===== config.mk =====
export PLATFORM = sky130hd
export DESIGN_NAME = main_fsm_controller
export DESIGN_NICKNAME = d
export VERILOG_FILES = /design/src/rtl/cpu_ctrl_pkg.sv /design/src/rtl/alu_decoder.sv /design/src/rtl/main_fsm_controller.sv
export SDC_FILE = /design/constraint.sdc
export NUM_CORES = 1
export LEC_CHECK = 0
export BUFFER_PORTS_ARGS = -buffer_cell sky130_fd_sc_hd__buf_4
export CORE_AREA = 4 4 41 43
export DETAILED_ROUTE_END_ITERATION = 8
export DIE_AREA = 0 0 45 47
export PLACE_DENSITY = 0.85
export SYNTH_ARGS = -nofsm -noshare
export SYNTH_HDL_FRONTEND = slang
export SYNTH_SLANG_ARGS = --single-unit

===== constraint.sdc =====
create_clock -name clk -period 1.7 [get_ports clk]
set_clock_uncertainty 0.05 [all_clocks]
set_input_delay 0.34 -clock clk [delete_from_list [all_inputs] [get_ports clk]]
set_output_delay 0.34 -clock clk [all_outputs]
set_load 0.05 [all_outputs]

===== src/rtl/cpu_ctrl_pkg.sv =====
// cpu_ctrl_pkg: state, opcode and select encodings shared by the RV32I multicycle controller and datapath.
package cpu_ctrl_pkg;

    typedef enum logic [3:0] {
        FETCH, DECODE, MEMADR, MEMREAD, MEMWB, MEMWRITE,
        EXECR, EXECI, ALUWB, BEQ, JAL
    } state_t;

    localparam logic [6:0] OP_LW  = 7'b0000011;
    localparam logic [6:0] OP_SW  = 7'b0100011;
    localparam logic [6:0] OP_R   = 7'b0110011;
    localparam logic [6:0] OP_I   = 7'b0010011;
    localparam logic [6:0] OP_BEQ = 7'b1100011;
    localparam logic [6:0] OP_JAL = 7'b1101111;

    localparam logic [1:0] ALUOP_ADD   = 2'b00;
    localparam logic [1:0] ALUOP_SUB   = 2'b01;
    localparam logic [1:0] ALUOP_FUNCT = 2'b10;

    localparam logic [2:0] ALU_ADD = 3'b000;
    localparam logic [2:0] ALU_SUB = 3'b001;
    localparam logic [2:0] ALU_AND = 3'b010;
    localparam logic [2:0] ALU_OR  = 3'b011;
    localparam logic [2:0] ALU_SLT = 3'b101;

    localparam logic [1:0] RES_ALUOUT    = 2'b00;
    localparam logic [1:0] RES_DATA      = 2'b01;
    localparam logic [1:0] RES_ALURESULT = 2'b10;

    localparam logic [1:0] SRCA_PC    = 2'b00;
    localparam logic [1:0] SRCA_OLDPC = 2'b01;
    localparam logic [1:0] SRCA_A     = 2'b10;

    localparam logic [1:0] SRCB_WD   = 2'b00;
    localparam logic [1:0] SRCB_IMM  = 2'b01;
    localparam logic [1:0] SRCB_FOUR = 2'b10;

    localparam logic [1:0] IMM_I = 2'b00;
    localparam logic [1:0] IMM_S = 2'b01;
    localparam logic [1:0] IMM_B = 2'b10;
    localparam logic [1:0] IMM_J = 2'b11;

    function automatic logic [1:0] imm_src(input logic [6:0] op);
        return op == OP_SW  ? IMM_S :
               op == OP_BEQ ? IMM_B :
               op == OP_JAL ? IMM_J : IMM_I;
    endfunction

endpackage


===== src/rtl/alu_decoder.sv =====
// alu_decoder: maps ALUOp and instruction funct fields to the ALU operation.
module alu_decoder
    import cpu_ctrl_pkg::*;
#(
    parameter int ALU_CTRL_W = 3
) (
    input  logic [1:0]            i_alu_op,
    input  logic [2:0]            i_funct3,
    input  logic                  i_funct7b5,
    input  logic                  i_op5,
    output logic [ALU_CTRL_W-1:0] o_alu_control
);

    logic [2:0] w_funct_op;
    logic [2:0] w_ctrl;

    // Only R-type (op5=1) with funct7b5 set is a subtract; addi ignores Instr[30].
    always_comb begin
        w_funct_op = i_funct3 == 3'b000 ? ((i_op5 & i_funct7b5) ? ALU_SUB : ALU_ADD) :
                     i_funct3 == 3'b010 ? ALU_SLT :
                     i_funct3 == 3'b110 ? ALU_OR  :
                     i_funct3 == 3'b111 ? ALU_AND : ALU_ADD;
        w_ctrl     = i_alu_op == ALUOP_SUB   ? ALU_SUB    :
                     i_alu_op == ALUOP_FUNCT ? w_funct_op : ALU_ADD;
    end

    assign o_alu_control = ALU_CTRL_W'(w_ctrl);

endmodule


===== src/rtl/main_fsm_controller.sv =====
// main_fsm_controller: Moore FSM sequencing the RV32I multicycle datapath.
module main_fsm_controller
    import cpu_ctrl_pkg::*;
#(
    parameter int ALU_CTRL_W = 3
) (
    input  logic                  clk,
    input  logic                  reset,
    input  logic [6:0]            op,
    input  logic [2:0]            funct3,
    input  logic                  funct7b5,
    input  logic                  Zero,
    output logic                  PCWrite,
    output logic                  AdrSrc,
    output logic                  MemWrite,
    output logic                  IRWrite,
    output logic [1:0]            ResultSrc,
    output logic [1:0]            ALUSrcA,
    output logic [1:0]            ALUSrcB,
    output logic                  RegWrite,
    output logic [1:0]            ImmSrc,
    output logic [ALU_CTRL_W-1:0] ALUControl,
    output logic                  IllegalOp
);

    state_t     r_state;
    state_t     w_next;
    logic       w_pc_update;
    logic       w_branch;
    logic       w_mem_write;
    logic       w_ir_write;
    logic       w_reg_write;
    logic       w_illegal;
    logic [1:0] w_alu_op;

    always_ff @(posedge clk or negedge reset) begin
        if (!reset) r_state <= FETCH;
        else        r_state <= w_next;
    end

    always_comb begin
        w_next      = FETCH;
        w_pc_update = 1'b0;
        w_branch    = 1'b0;
        w_mem_write = 1'b0;
        w_ir_write  = 1'b0;
        w_reg_write = 1'b0;
        w_illegal   = 1'b0;
        w_alu_op    = ALUOP_ADD;
        AdrSrc      = 1'b0;
        ResultSrc   = RES_ALUOUT;
        ALUSrcA     = SRCA_PC;
        ALUSrcB     = SRCB_WD;
        case (r_state)
            FETCH: begin
                w_ir_write  = 1'b1;
                w_pc_update = 1'b1;
                ALUSrcB     = SRCB_FOUR;
                ResultSrc   = RES_ALURESULT;
                w_next      = DECODE;
            end
            DECODE: begin
                ALUSrcA = SRCA_OLDPC;
                ALUSrcB = SRCB_IMM;
                case (op)
                    OP_LW, OP_SW: w_next = MEMADR;
                    OP_R:         w_next = EXECR;
                    OP_I:         w_next = EXECI;
                    OP_BEQ:       w_next = BEQ;
                    OP_JAL:       w_next = JAL;
                    default:      w_illegal = 1'b1;
                endcase
            end
            MEMADR: begin
                ALUSrcA = SRCA_A;
                ALUSrcB = SRCB_IMM;
                w_next  = op == OP_LW ? MEMREAD : MEMWRITE;
            end
            MEMREAD: begin
                AdrSrc = 1'b1;
                w_next = MEMWB;
            end
            MEMWB: begin
                ResultSrc   = RES_DATA;
                w_reg_write = 1'b1;
            end
            MEMWRITE: begin
                AdrSrc      = 1'b1;
                w_mem_write = 1'b1;
            end
            EXECR: begin
                ALUSrcA  = SRCA_A;
                w_alu_op = ALUOP_FUNCT;
                w_next   = ALUWB;
            end
            EXECI: begin
                ALUSrcA  = SRCA_A;
                ALUSrcB  = SRCB_IMM;
                w_alu_op = ALUOP_FUNCT;
                w_next   = ALUWB;
            end
            ALUWB: w_reg_write = 1'b1;
            BEQ: begin
                ALUSrcA  = SRCA_A;
                w_alu_op = ALUOP_SUB;
                w_branch = 1'b1;
            end
            JAL: begin
                ALUSrcA     = SRCA_OLDPC;
                ALUSrcB     = SRCB_FOUR;
                w_pc_update = 1'b1;
                w_next      = ALUWB;
            end
            default: w_next = FETCH;
        endcase
    end

    // Enables are gated by reset so an aborted instruction leaves no side effects.
    assign PCWrite   = reset & (w_pc_update | (w_branch & Zero));
    assign IRWrite   = reset & w_ir_write;
    assign RegWrite  = reset & w_reg_write;
    assign MemWrite  = reset & w_mem_write;
    assign IllegalOp = reset & w_illegal;
    assign ImmSrc    = imm_src(op);

    alu_decoder #(.ALU_CTRL_W(ALU_CTRL_W)) u_alu_decoder (
        .i_alu_op      (w_alu_op),
        .i_funct3      (funct3),
        .i_funct7b5    (funct7b5),
        .i_op5         (op[5]),
        .o_alu_control (ALUControl)
    );

endmodule

==> results.toml, run 1 <==
[die]
pin_count = 31
rows = 13
initial_core_util_pct = 41.83
die_w_um = 45
die_h_um = 47

[synth]
synth.top_cell.area_share_pct = 18.39
syn_avg_cell_area_um2 = 7.068
yosys.area_share.adder_pct = 0
ys_async_sr_fraction_pct = 100.0
synth_seq_cells = 4
yosysWarnings = 0
synth.area.top_cells = "dfrtp_1, a21oi_1, buf_2, nor3_1, a2111oi_2"
synth_ff_type = "dfrtp_1"
synth-simple-area-share_pct = 42.76
synth_top_family_by_area = "simple AND/OR/NAND/NOR gates"
synth_area_um2 = 544.3
muxShareOfSynthArea_pct = 0
yosysUniqueCellTypes = 31
synth_xor_area_share_pct = 4.828
synth_compound_area_share_pct = 24.37
synth_area_leader_cell = "dfrtp_1"
ys_seq_area_share_pct = 18.39
synth_cells = 77
syn_nets = 91
synth_edf_count = 0

[clock_network]
cts_made_buffers = 3
cts_resized = 42
clock_sinks = 4
h-tree-depth = 1
cts_buffer_depth = 2
root_buffer = "clkbuf_4"
postCtsSetupRepairBufs = 9
cts_hold_buffers = 1

[status]
status = "did not finish"
lastStage = "4_1_cts"
stop_error = "[ERROR DPL-0033] detailed placement checks failed during check placement."

[place]
numPortBuffers = 30
dp_hpwl_mm = 1.502
place_congestion = 0.8492
==> metrics by stage <==
stage | cell area [um^2] | hold slack [ps] | setup WS, ps | instances
floorplan | 684.4 | -5.591 | -272.6 | 77
detailed placement | 1020 | 203.8 | -61.23 | 132
global placement | 1020 | 203.1 | 26.39 | 132
==> cell families after synthesis <==
| kind of cell | after synthesis |
|---|---|
| AND/OR/NAND/NOR | 41 |
| AO/OA/AOI/OAI | 18 |
| buffers and inverters | 11 |
| flip-flops | 4 |
| XOR/XNOR | 3 |
==> Yosys cell counts, types with 2 or more instances <==
cell type and n:
a21oi_1 6, nand3_1 4, dfrtp_1 4, xnor2_1 2, a2111oi_2 2, and3_1 4
nor2b_1 3, o21ai_0 2, a211oi_1 2, buf_2 6, nand2_1 4, nor3_1 6
nor4_1 2, nor2_1 7, inv_1 4, nor3b_1 2, and2_1 2, a41oi_1 2
==> run 2: changes to the inputs <==
--- a/config.mk
+++ b/config.mk
@@ -6,10 +6,10 @@
 export NUM_CORES = 1
 export LEC_CHECK = 0
 export BUFFER_PORTS_ARGS = -buffer_cell sky130_fd_sc_hd__buf_4
-export CORE_AREA = 4 4 41 43
+export CORE_AREA = 4 4 65 67
 export DETAILED_ROUTE_END_ITERATION = 8
-export DIE_AREA = 0 0 45 47
-export PLACE_DENSITY = 0.85
+export DIE_AREA = 0 0 69 71
+export PLACE_DENSITY_LB_ADDON = 0.15
 export SYNTH_ARGS = -nofsm -noshare
 export SYNTH_HDL_FRONTEND = slang
 export SYNTH_SLANG_ARGS = --single-unit
==> run 2 against run 1 <==
  * The flow now finishes, with violations (negative setup slack)
  * Synthesized area unchanged
  * Synthesized cell count stayed put
==> results.toml, run 2 <==
[die]
rows = 22
placeableCoreArea_um2 = 3633
die_h_um = 71
die_w_um = 69
initial_core_util_pct = 14.98
die_area_um2 = 4899
pin_count = 31

[place]
placed_cells = 170
pre_cts_ws_ps = 3.221
numPortBuffers = 30
place_congestion = 0.7746
dp_hpwl_mm = 1.816

[cells_and_area]
antennaDiodeCount = 0
fillCellCount = 390
largest_reg_flops = 4
nets = 148
reg_top3 = "r_state x4"
layout_commonest_cell = "buf_4"
layout_common_cells = "buf_4, buf_6, buf_8, inv_1"
fin_cells = 180
drive_gt1_share_pct = 73.48
regMostFlops = "r_state"
areaGrowthSynthToFinish_pct = 149.9

[synth]
synth_compound_area_share_pct = 24.37
synth_seq_cells = 4
synth.area.top_cells = "dfrtp_1, a21oi_1, buf_2, nor3_1, a2111oi_2"
synth.most_common_cell = "nor2_1"
muxShareOfSynthArea_pct = 0
synth_ff_type = "dfrtp_1"
synth_area_um2 = 544.3
synth.top_cell.area_share_pct = 18.39
yosysUniqueCellTypes = 31
yosys.area_share.adder_pct = 0
synth_xor_area_share_pct = 4.828
syn_avg_cell_area_um2 = 7.068
synth_top_family_by_area = "simple AND/OR/NAND/NOR gates"
syn_nets = 91
synth-simple-area-share_pct = 42.76
synth_cells = 77
yosysWarnings = 0
ys_async_sr_fraction_pct = 100.0
synth_commonest_cells = "nor2_1, a21oi_1, buf_2, nor3_1"
ys_seq_area_share_pct = 18.39
synth_area_leader_cell = "dfrtp_1"
synth_edf_count = 0

[status]
violations = "negative setup slack"
status = "finished, violations left"

[worst_setup_path]
worstSetupStartpoint = "r_state[1]$_DFF_PN0_"
arrival_ps = 1470
r2r_end = "r_state[1]$_DFF_PN0_"
r2r_cells = 6
cp_data_required_time_ps = 1310
end_kind = "output port"
crit_chain = "buf_4 > buf_4 > nor4_4 > and2_4 > buf_8"
crit-reg2reg-launch = "r_state[0]$_DFF_PN0_"
cp_max_fo = 5
start_kind = "flop"
criticalPathCategory = "flop to output port"
rrSetupSlack_ps = 140
max_stage_delay_ps = 430
cp_common_cell = "buf_4"
cpMaxStageDelayCell = "dfrtp_2"

[clock_network]
cts_buffer_depth = 2
h-tree-depth = 1
clk_pin_slew_ps = 30
clock_sinks = 4
clk_latency_ps = 220
cts_made_buffers = 3
cts_tree = "done"
cts_hold_buffers = 0
root_buffer = "clkbuf_8"

[sta]
holdWs_ps = 5.473
final.setup.worst_slack_ps = -161.1
rsz0062_at_grt = "yes"
drv_slew = 0
setup_viol = 13
hold_violations = 0
worstMarginPinSlew_ps = 271.5
post-route-min-period_ps = 1861
slew_headroom_pct = 81.87
min_period_over_period_pct = 109.5
fmax_ghz = 0.5373

[detailed_routing]
ant_nets = 0
routed_wl_mm = 2.236
avgRoutedWirePerCell_um = 12.42
vias = 795
drcViolationCount = 0
first_pass_iters = 3
via_per_inst = 4.417
drtIter0Drc = 19

[power_and_ir_drop]
power_mw = 1.494
power_leakage_nw = 0.6151
irDropWorstVdd_mv = 0.2999
p_per_area_nw_per_um2 = 1098

[grt]
track_usage_pct = 9.476
grt_max_degree = 8
grt_pass1_wl_mm = 3.788
overflow = 0
first_global_vias = 805
antenna_found_initial = 0

[flow_run]
cap_violations = 0

[hold_path]
hp-class = "input port to async pin"
## run 2: cell counts after synthesis
No cell type changed its count.
## run 2: layout make-up
cell class / instances / area, um^2 / share of cell area [%]
flip-flops and latches: 4 / 103.9 / 7.636
inverters: 4 / 15.01 / 1.104
multi-input cells: 62 / 594.3 / 43.70
clock buffers: 3 / 41.29 / 3.036
repair buffers: 59 / 545.5 / 40.11
well taps: 48 / 60.06 / 4.416
## run 2: metrics by stage
stage | utilization, % | area [um^2] | TNS, ps
2_1_floorplan | - | 684.4 | -671.6
3_3_place_gp | 30.23 | 1099 | 0
3_5_place_dp | 30.23 | 1099 | 0
4_1_cts | 35.40 | 1286 | -1468
5_1_grt | 37.43 | 1360 | -2080
6_report | 37.43 | 1360 | -1190
## run 2: logic make-up (layout without fill, tap and decap cells)
logic type / after synthesis / in the layout
buf+inv: 11 / 66
xor+xnor: 3 / 3
simple gates: 41 / 41
flops: 4 / 4
compound gates: 18 / 18
## run 2: power by group
| part | internal, mW | total, mW | switching, mW |
|---|---|---|---|
| Combinational | 0.540 | 1.16 | 0.621 |
| Sequential | 0.111 | 0.136 | 0.0241 |
| Clock | 0.151 | 0.198 | 0.0471 |
## run 2: routing by layer
metal	vias to the layer above	global-route usage, %	share of wire (%)
li1	393	-	-
met1	371	11.43	43
met2	27	16.63	51
met3	4	1.136	4.4
met4	0	4.555	1.6
met5	-	0	0
## run 2: critical path, delay by kind of cell (launching register included)
| family | cells | cell delay (ps) |
|---|---|---|
| buf+inv | 3 | 430 |
| flops | 1 | 430 |
| simple gates | 2 | 400 |
## run 2: how the worst max path moves through the flow
stage	slack, ps	cells after the start	end
final	-160	5	IRWrite
after global routing	-210	4	ALUControl[0]
after CTS	-160	4	PCWrite
after detailed placement	3	5	PCWrite
after global placement	9	5	PCWrite
after floorplan	-270	3	IRWrite
## run 2: timing repair
item                                    CTS  global route
gates cloned                              0             0
setup buffers                             4             3
endpoints found under the hold margin     0             0
endpoints found under the setup margin   15            16
resized for setup                        32            12
pin swaps                                 1             5
No activity file was read; power rests on OpenSTA's default activity.
